### config.mk
export PLATFORM = sky130hd
export DESIGN_NAME = nn_input_framer
export DESIGN_NICKNAME = d
export VERILOG_FILES = /design/src/rtl/nn_input_framer.sv
export SDC_FILE = /design/constraint.sdc
export NUM_CORES = 1
export LEC_CHECK = 0
export ABC_AREA = 1
export CELL_PAD_IN_SITES_DETAIL_PLACEMENT = 1
export CELL_PAD_IN_SITES_GLOBAL_PLACEMENT = 1
export CORE_UTILIZATION = 50
export DETAILED_ROUTE_END_ITERATION = 7
export DONT_BUFFER_PORTS = 1
export PLACE_DENSITY_LB_ADDON = 0.3
export SYNTH_ARGS = -nofsm -noshare
export SYNTH_HDL_FRONTEND = slang
export SYNTH_SLANG_ARGS = --single-unit
### constraint.sdc
create_clock -name clk -period 5 [get_ports clk]
set_clock_uncertainty 0.1 [all_clocks]
set_input_delay 0.5 -clock clk [delete_from_list [all_inputs] [get_ports clk]]
set_output_delay 0.5 -clock clk [all_outputs]
set_load 0.05 [all_outputs]
### src/rtl/nn_input_framer.sv
// Sliding-window framer: collects WIN samples, presents them to the network,
// then slides the window by HOP new samples for every subsequent frame.
module nn_input_framer #(
    parameter int DATA_W = 9,
    parameter int WIN    = 36,
    parameter int HOP    = 12
) (
    input  logic                  clk,
    input  logic                  rst_n,
    input  logic                  clear,
    input  logic                  s_valid,
    output logic                  s_ready,
    input  logic [DATA_W-1:0]     s_data,
    output logic                  win_valid,
    input  logic                  win_ready,
    output logic [WIN*DATA_W-1:0] win_data,
    output logic [15:0]           frame_cnt
);

    localparam int FILL_W = $clog2(WIN + 1);
    localparam int HOP_W  = $clog2(HOP + 1);

    localparam logic [FILL_W-1:0] FILL_LAST = FILL_W'(WIN);
    localparam logic [HOP_W-1:0]  HOP_LAST  = HOP_W'(HOP);

    localparam logic [1:0] ST_FILL    = 2'd0;
    localparam logic [1:0] ST_PRESENT = 2'd1;
    localparam logic [1:0] ST_HOP     = 2'd2;

    logic [1:0]                   state_q;
    logic [1:0]                   state_d;
    logic [FILL_W-1:0]            fill_cnt;
    logic [FILL_W-1:0]            fill_d;
    logic [FILL_W-1:0]            fill_inc;
    logic [HOP_W-1:0]             hop_cnt;
    logic [HOP_W-1:0]             hop_d;
    logic [HOP_W-1:0]             hop_inc;
    logic [15:0]                  frame_q;
    logic [15:0]                  frame_d;
    logic [WIN-1:0][DATA_W-1:0]   win_q;
    logic [WIN-1:0][DATA_W-1:0]   win_d;
    logic [WIN-1:0][DATA_W-1:0]   win_shift;
    logic                         accept;

    assign s_ready   = (state_q != ST_PRESENT);
    assign win_valid = (state_q == ST_PRESENT);
    assign win_data  = win_q;
    assign frame_cnt = frame_q;
    assign accept    = s_valid && s_ready;

    // Oldest sample leaves at element 0, newest enters at element WIN-1.
    always_comb begin
        win_shift = win_q;
        for (int k = 0; k < WIN - 1; k++) begin
            win_shift[k] = win_q[k+1];
        end
        win_shift[WIN-1] = s_data;
    end

    // Counters hold at their limit instead of wrapping.
    always_comb begin
        fill_inc = (fill_cnt == FILL_LAST) ? fill_cnt : fill_cnt + FILL_W'(1);
        hop_inc  = (hop_cnt == HOP_LAST) ? hop_cnt : hop_cnt + HOP_W'(1);
    end

    always_comb begin
        state_d = state_q;
        fill_d  = fill_cnt;
        hop_d   = hop_cnt;
        frame_d = frame_q;
        win_d   = win_q;
        if (clear) begin
            state_d = ST_FILL;
            fill_d  = '0;
            hop_d   = '0;
            frame_d = '0;
            win_d   = '0;
        end else begin
            case (state_q)
                ST_FILL: begin
                    if (accept) begin
                        win_d  = win_shift;
                        fill_d = fill_inc;
                        if (fill_inc == FILL_LAST) begin
                            state_d = ST_PRESENT;
                        end
                    end
                end
                ST_PRESENT: begin
                    if (win_ready) begin
                        state_d = ST_HOP;
                        hop_d   = '0;
                        frame_d = frame_q + 16'd1;
                    end
                end
                ST_HOP: begin
                    if (accept) begin
                        win_d = win_shift;
                        hop_d = hop_inc;
                        if (hop_inc == HOP_LAST) begin
                            state_d = ST_PRESENT;
                        end
                    end
                end
                default: begin
                    state_d = ST_FILL;
                end
            endcase
        end
    end

    always_ff @(posedge clk or negedge rst_n) begin
        if (!rst_n) begin
            state_q  <= ST_FILL;
            fill_cnt <= '0;
            hop_cnt  <= '0;
            frame_q  <= '0;
            win_q    <= '0;
        end else begin
            state_q  <= state_d;
            fill_cnt <= fill_d;
            hop_cnt  <= hop_d;
            frame_q  <= frame_d;
            win_q    <= win_d;
        end
    end

endmodule

# Word-level counts from Yosys, hierarchy flattened

Cells that the tools add are included.

Add/subtract/negate cells: 3
Reduce and logical (&&, ||, !) cells: 14
Multiplexer cells: 22
Equal/unequal tests: 12

Operators with widths:

| cell                  | number |
|---|---|
| $mux 324              | 3 |
| $mux 16               | 3 |
| $mux 6                | 4 |
| $add 16x1->16 const B | 1 |
| $mux 4                | 4 |
| $eq 6x6->1 const B    | 2 |
| $mux 2                | 6 |
| $ne 3x3->1 const B    | 4 |
| $reduce_bool 2->1     | 5 |
| $eq 4x4->1 const B    | 2 |
| $pmux 4 s2            | 1 |
| $add 6x1->6 const B   | 1 |
| $pmux 2 s3            | 1 |
| $reduce_and 2->1      | 3 |
| $reduce_and 5->1      | 1 |
| $add 4x1->4 const B   | 1 |
| $ne 3x2->1 const B    | 1 |
| $reduce_and 3->1      | 1 |
| $reduce_bool 3->1     | 1 |
| $eq 2x1->1 const B    | 1 |
| $eq 2x2->1 const B    | 1 |
| $logic_not 2->1       | 1 |
| $ne 2x1->1 const B    | 1 |
| $reduce_or 2->1       | 1 |
| $logic_and 1x1->1     | 1 |

Word-level logic and storage cells: 91
Output and inout bits: 342
Input port bits: 14
Flip-flop bits (word level): 352

# Logic depth before layout (Yosys ltp)

Depth in word-level cells: 7
Mapped depth: 14
Depth with buffers taken out: 14

# Worst setup path before layout

No wires, ideal clock.

Kind: register to register
From: register state_q[1]
To: register frame_q[12] (netlist: frame_cnt[12])
Data required time: 4.779 ns
Library setup time: 0.121 ns
Setup slack: 3.175 ns
Buffers on the path: 0
Period minus slack after synthesis: 1.825 ns
Stages on the path, launching flop included: 9
Arrival: 1.604 ns
Cells stage by stage: dfrtp_1 inv_2 nand2_2 o21ai_4 nand3_2 nor2_4 nand3_2 o21ai_0 nor2_1

Cells in the longest elaborated chain, start to end: 3

RTL lines:

| element                            | RTL line | RTL |
|---|---|---|
| start, declared                    | 30       | `logic [1:0] state_q;` |
| start signal, assigned             | 120      | `state_q <= state_d;` |
| $eq 2x1->1                         | 79       | `case (state_q)` |
| $reduce_bool 2->1 (no source line) | -        |  |
| $reduce_and 2->1 (no source line)  | -        |  |
| end signal, assigned               | 123      | `frame_q <= frame_d;` |
| end, declared                      | 38       | `logic [15:0] frame_q;` |

Every way passes these cells.
A chain may end at the register's enable or synchronous reset.

# Worst setup path in the final report

From: register state_q[0]
To: register win_q (netlist bit win_data[290])

Cells in the longest elaborated chain, start to end: 4
Elaborated cells on any way between the ends: 8
Classes of those cells: 2 x eq/ne; 6 x reduce/logical

RTL lines:

| element                                                               | RTL line | RTL |
|---|---|---|
| $eq 2x2->1, or another cell as far along                              | 79       |  |
| $reduce_or 2->1 (no source line) or $logic_and 1x1->1 (tied branches) | -        |  |
| $reduce_bool 2->1 (no source line)                                    | -        |  |
| $reduce_and 2->1 (no source line) *                                   | -        |  |
| end signal, assigned                                                  | 124      | `win_q <= win_d;` |
| end, declared                                                         | 40       | `logic [WIN-1:0][DATA_W-1:0] win_q;` |

Mark *: on every way between the ends. The rest lies on a longest branch, timed or not.

==> flow_summary.yaml <==
outcome:
  status: "complete, but fails checks"
  failed_checks: "negative hold slack"
clocking:
  clock-sinks: 352
  cts.clk_slew.worst_paths_ns: 0.06
  insertion_delay_ns: 0.51
  postCtsSetupBuffers: 0
  cts_tree: "done"
  htreeDepth: 2
  cts-buffers-inserted: 38
  holdBufCountCts: 1
  cts-root-buf: "clkbuf_16"
  cts_resized: 0
  clock_tree.buffer_depth: 3
timing:
  hold_violations: 352
  fin_tns_setup_ns: 0
  maxSlewViolCount: 0
  fmax_mhz: 317
  slew_headroom_pct: 23.3
  hold_ws_ns: -0.409
  fin_crit_ns: 3.15
  finalSetupViolCount: 0
  tightest_slew_ns: 1.15
  period_share_pct: 63.0
  rsz0062_at_grt: "no"
drt:
  viasPerCell: 5.98
  drc_errors: 0
  via_count: 10800
  first_pass_iters: 5
  wl_um: 42800
  drt_iter0_drc: 849
  antenna_left: 0
  wire_per_inst_um: 23.7
finish:
  final_util_pct: 55.9
  n_fill_cell: 3108
  drive_above_1_share_pct: 5.40
  final_cell_mix: "dfrtp_1, inv_1, nand2_1, o21ai_0, nand3_1"
  antennaDiodeCount: 0
  final_common_cell: "dfrtp_1"
  finalNetCount: 1421
  syn2layout_area_growth_pct: 10.0
  final_cells: 1805
job:
  drv_cap: 0
critical_path:
  crit_family: "buffers and inverters"
  critPathLaunchType: "flop"
  required_ns: 5.26
  crit_path_start: "state_q[0]$_DFFE_PN0P_"
  cpMaxStageDelayCell: "inv_4"
  slowest_delay_ns: 0.72
  cpMostUsedCell: "buf_4"
  critical_path_buf_inv_count: 4
  end_kind: "flop"
  r2r_start: "state_q[0]$_DFFE_PN0P_"
  crit_type: "reg -> reg"
  cp.arrival_ns: 3.41
  path_max_fanout: 91
  path_cells: "nor2_4 -> buf_4 -> nor2_4 -> buf_4 -> inv_4 -> buf_4 -> o21ai_0"
pwr:
  power_density_mw_per_mm2: 386
  max-vdd-ir-drop_uv: 228
  p_leak_nw: 6.78
  power_mw: 5.98
floorplan:
  die_y_um: 170
  fp.dieW_um: 170
  die_area_mm2: 0.0289
  start_util_pct: 50.8
  num_rows: 61
  coreArea_mm2: 0.0278
  pin_count: 356
synthesis:
  syn_nets: 1469
  syn_inst: 1450
  ys_dominant_reg_cell: "dfrtp_1"
  synth-edff-count: 0
  ys_types: 29
  ys_seq_area_share_pct: 62.5
  synth-warning-count: 0
  syn_avg_cell_area_um2: 9.73
  async_flop_share_pct: 100
  syn-cell-area_mm2: 0.0141
  synth_seq_cells: 352
global_route:
  grt.overflow.total: 0
  grt_pass1_vias: 11400
  grt_start_max_net_pins: 353
  grt.total_usage_pct: 29.5
  grt_pass1_wl_um: 66600
  antenna_found_initial: 0
worst_hold_path:
  hold_class: "in -> async"
place:
  gp_congestion: 0.802
  post-place-cells: 1738
  port_buffers: 0
  post-dp-hpwl_um: 26400
-- metal layers --
layer,vias to the layer above,wire length [um],track usage (%)
li1,4720,-,-
met5,-,0,0
met1,5600,16600,36.5
met4,0,901,7.25
met3,72,3950,9.35
met2,394,21300,50.0
-- power by group --
| group | switching (mW) | total [mW] | internal, mW | leakage (nW) |
|---|---|---|---|---|
| combinational | 0.252 | 0.299 | 0.0470 | 1.28 |
| sequential | 0.0799 | 2.95 | 2.87 | 4.91 |
| clock | 1.11 | 2.74 | 1.63 | 0.596 |
| total | 1.44 | 5.98 | 4.54 | 6.78 |
-- stage by stage --
stage | cell area, um^2 | worst slack [ns]
2_1_floorplan | 14100 | 3.17
3_3_place_gp | 14300 | 1.87
3_5_place_dp | 14300 | 1.75
4_1_cts | 15500 | 1.87
5_1_grt | 15500 | 1.63
6_report | 15500 | 1.85
-- worst register-to-register path: cells and delay by family, from the launching register on --
family                 cells  cell delay [ns]
AOI/OAI and AO/OA          1             0.23
DFF                        1             0.43
and+or+nand+nor            2             0.17
buffers and inverters      4             2.07
-- layout make-up --
cell class              instances  area, um^2  area share (%)
flip-flops and latches        352        8810            56.8
multi-input cells             763        4030            26.0
clock buffers                  60        1150            7.44
inverters                     235         890            5.73
well taps                     378         473            3.05
repair buffers                 12         108           0.693
clock inverters                 5        53.8           0.347
-- synth_stat cells (all sizes together), types with 11 or more instances --
library cell	count	area [um^2]
nand2	205	772
o21ai	153	777
nand3	146	741
nor2	31	124
nand4	11	68.8
dfrtp	352	8810
o31ai	120	901
clkbuf	74	278
buf	26	119
inv	235	882
o22ai	58	363
-- logic make-up (layout without fill, tap and decap cells) --
group,Yosys count,count (layout),share of synthesized area (%)
adder cells (fa/ha/maj),5,5,0.444
XOR/XNOR,2,2,0.124
AND/OR/NAND/NOR,405,405,12.5
AO/OA/AOI/OAI,351,351,15.4
flip-flops,352,352,62.5
buffers and inverters,335,312,9.07
-- final timing paths --
| path | endpoint | slack (ns) | depth (start not counted) |
|---|---|---|---|
| worst min-delay path | win_data[119]$_DFFE_PN0P_ | -0.41 | 0 |
| max in group asynchronous | win_data[232]$_DFFE_PN0P_ | 4.86 | 0 |
| worst max-delay path | win_data[290]$_DFFE_PN0P_ | 1.85 | 7 |
| min in group clk | win_data[323]$_DFFE_PN0P_ | 0.02 | 2 |
| worst max register to register | win_data[290]$_DFFE_PN0P_ | 1.85 | 7 |
| worst min register to register | state_q[1]$_DFFE_PN0P_ | 0.45 | 2 |
-- registers in the layout, summed over array words and instances (netlist names) --
| name | cells |
|---|---|
| state_q | 2 |
| hop_cnt | 4 |
| win_data | 324 |
| fill_cnt | 6 |
| frame_cnt | 16 |
(Power assumes the default switching activity.)
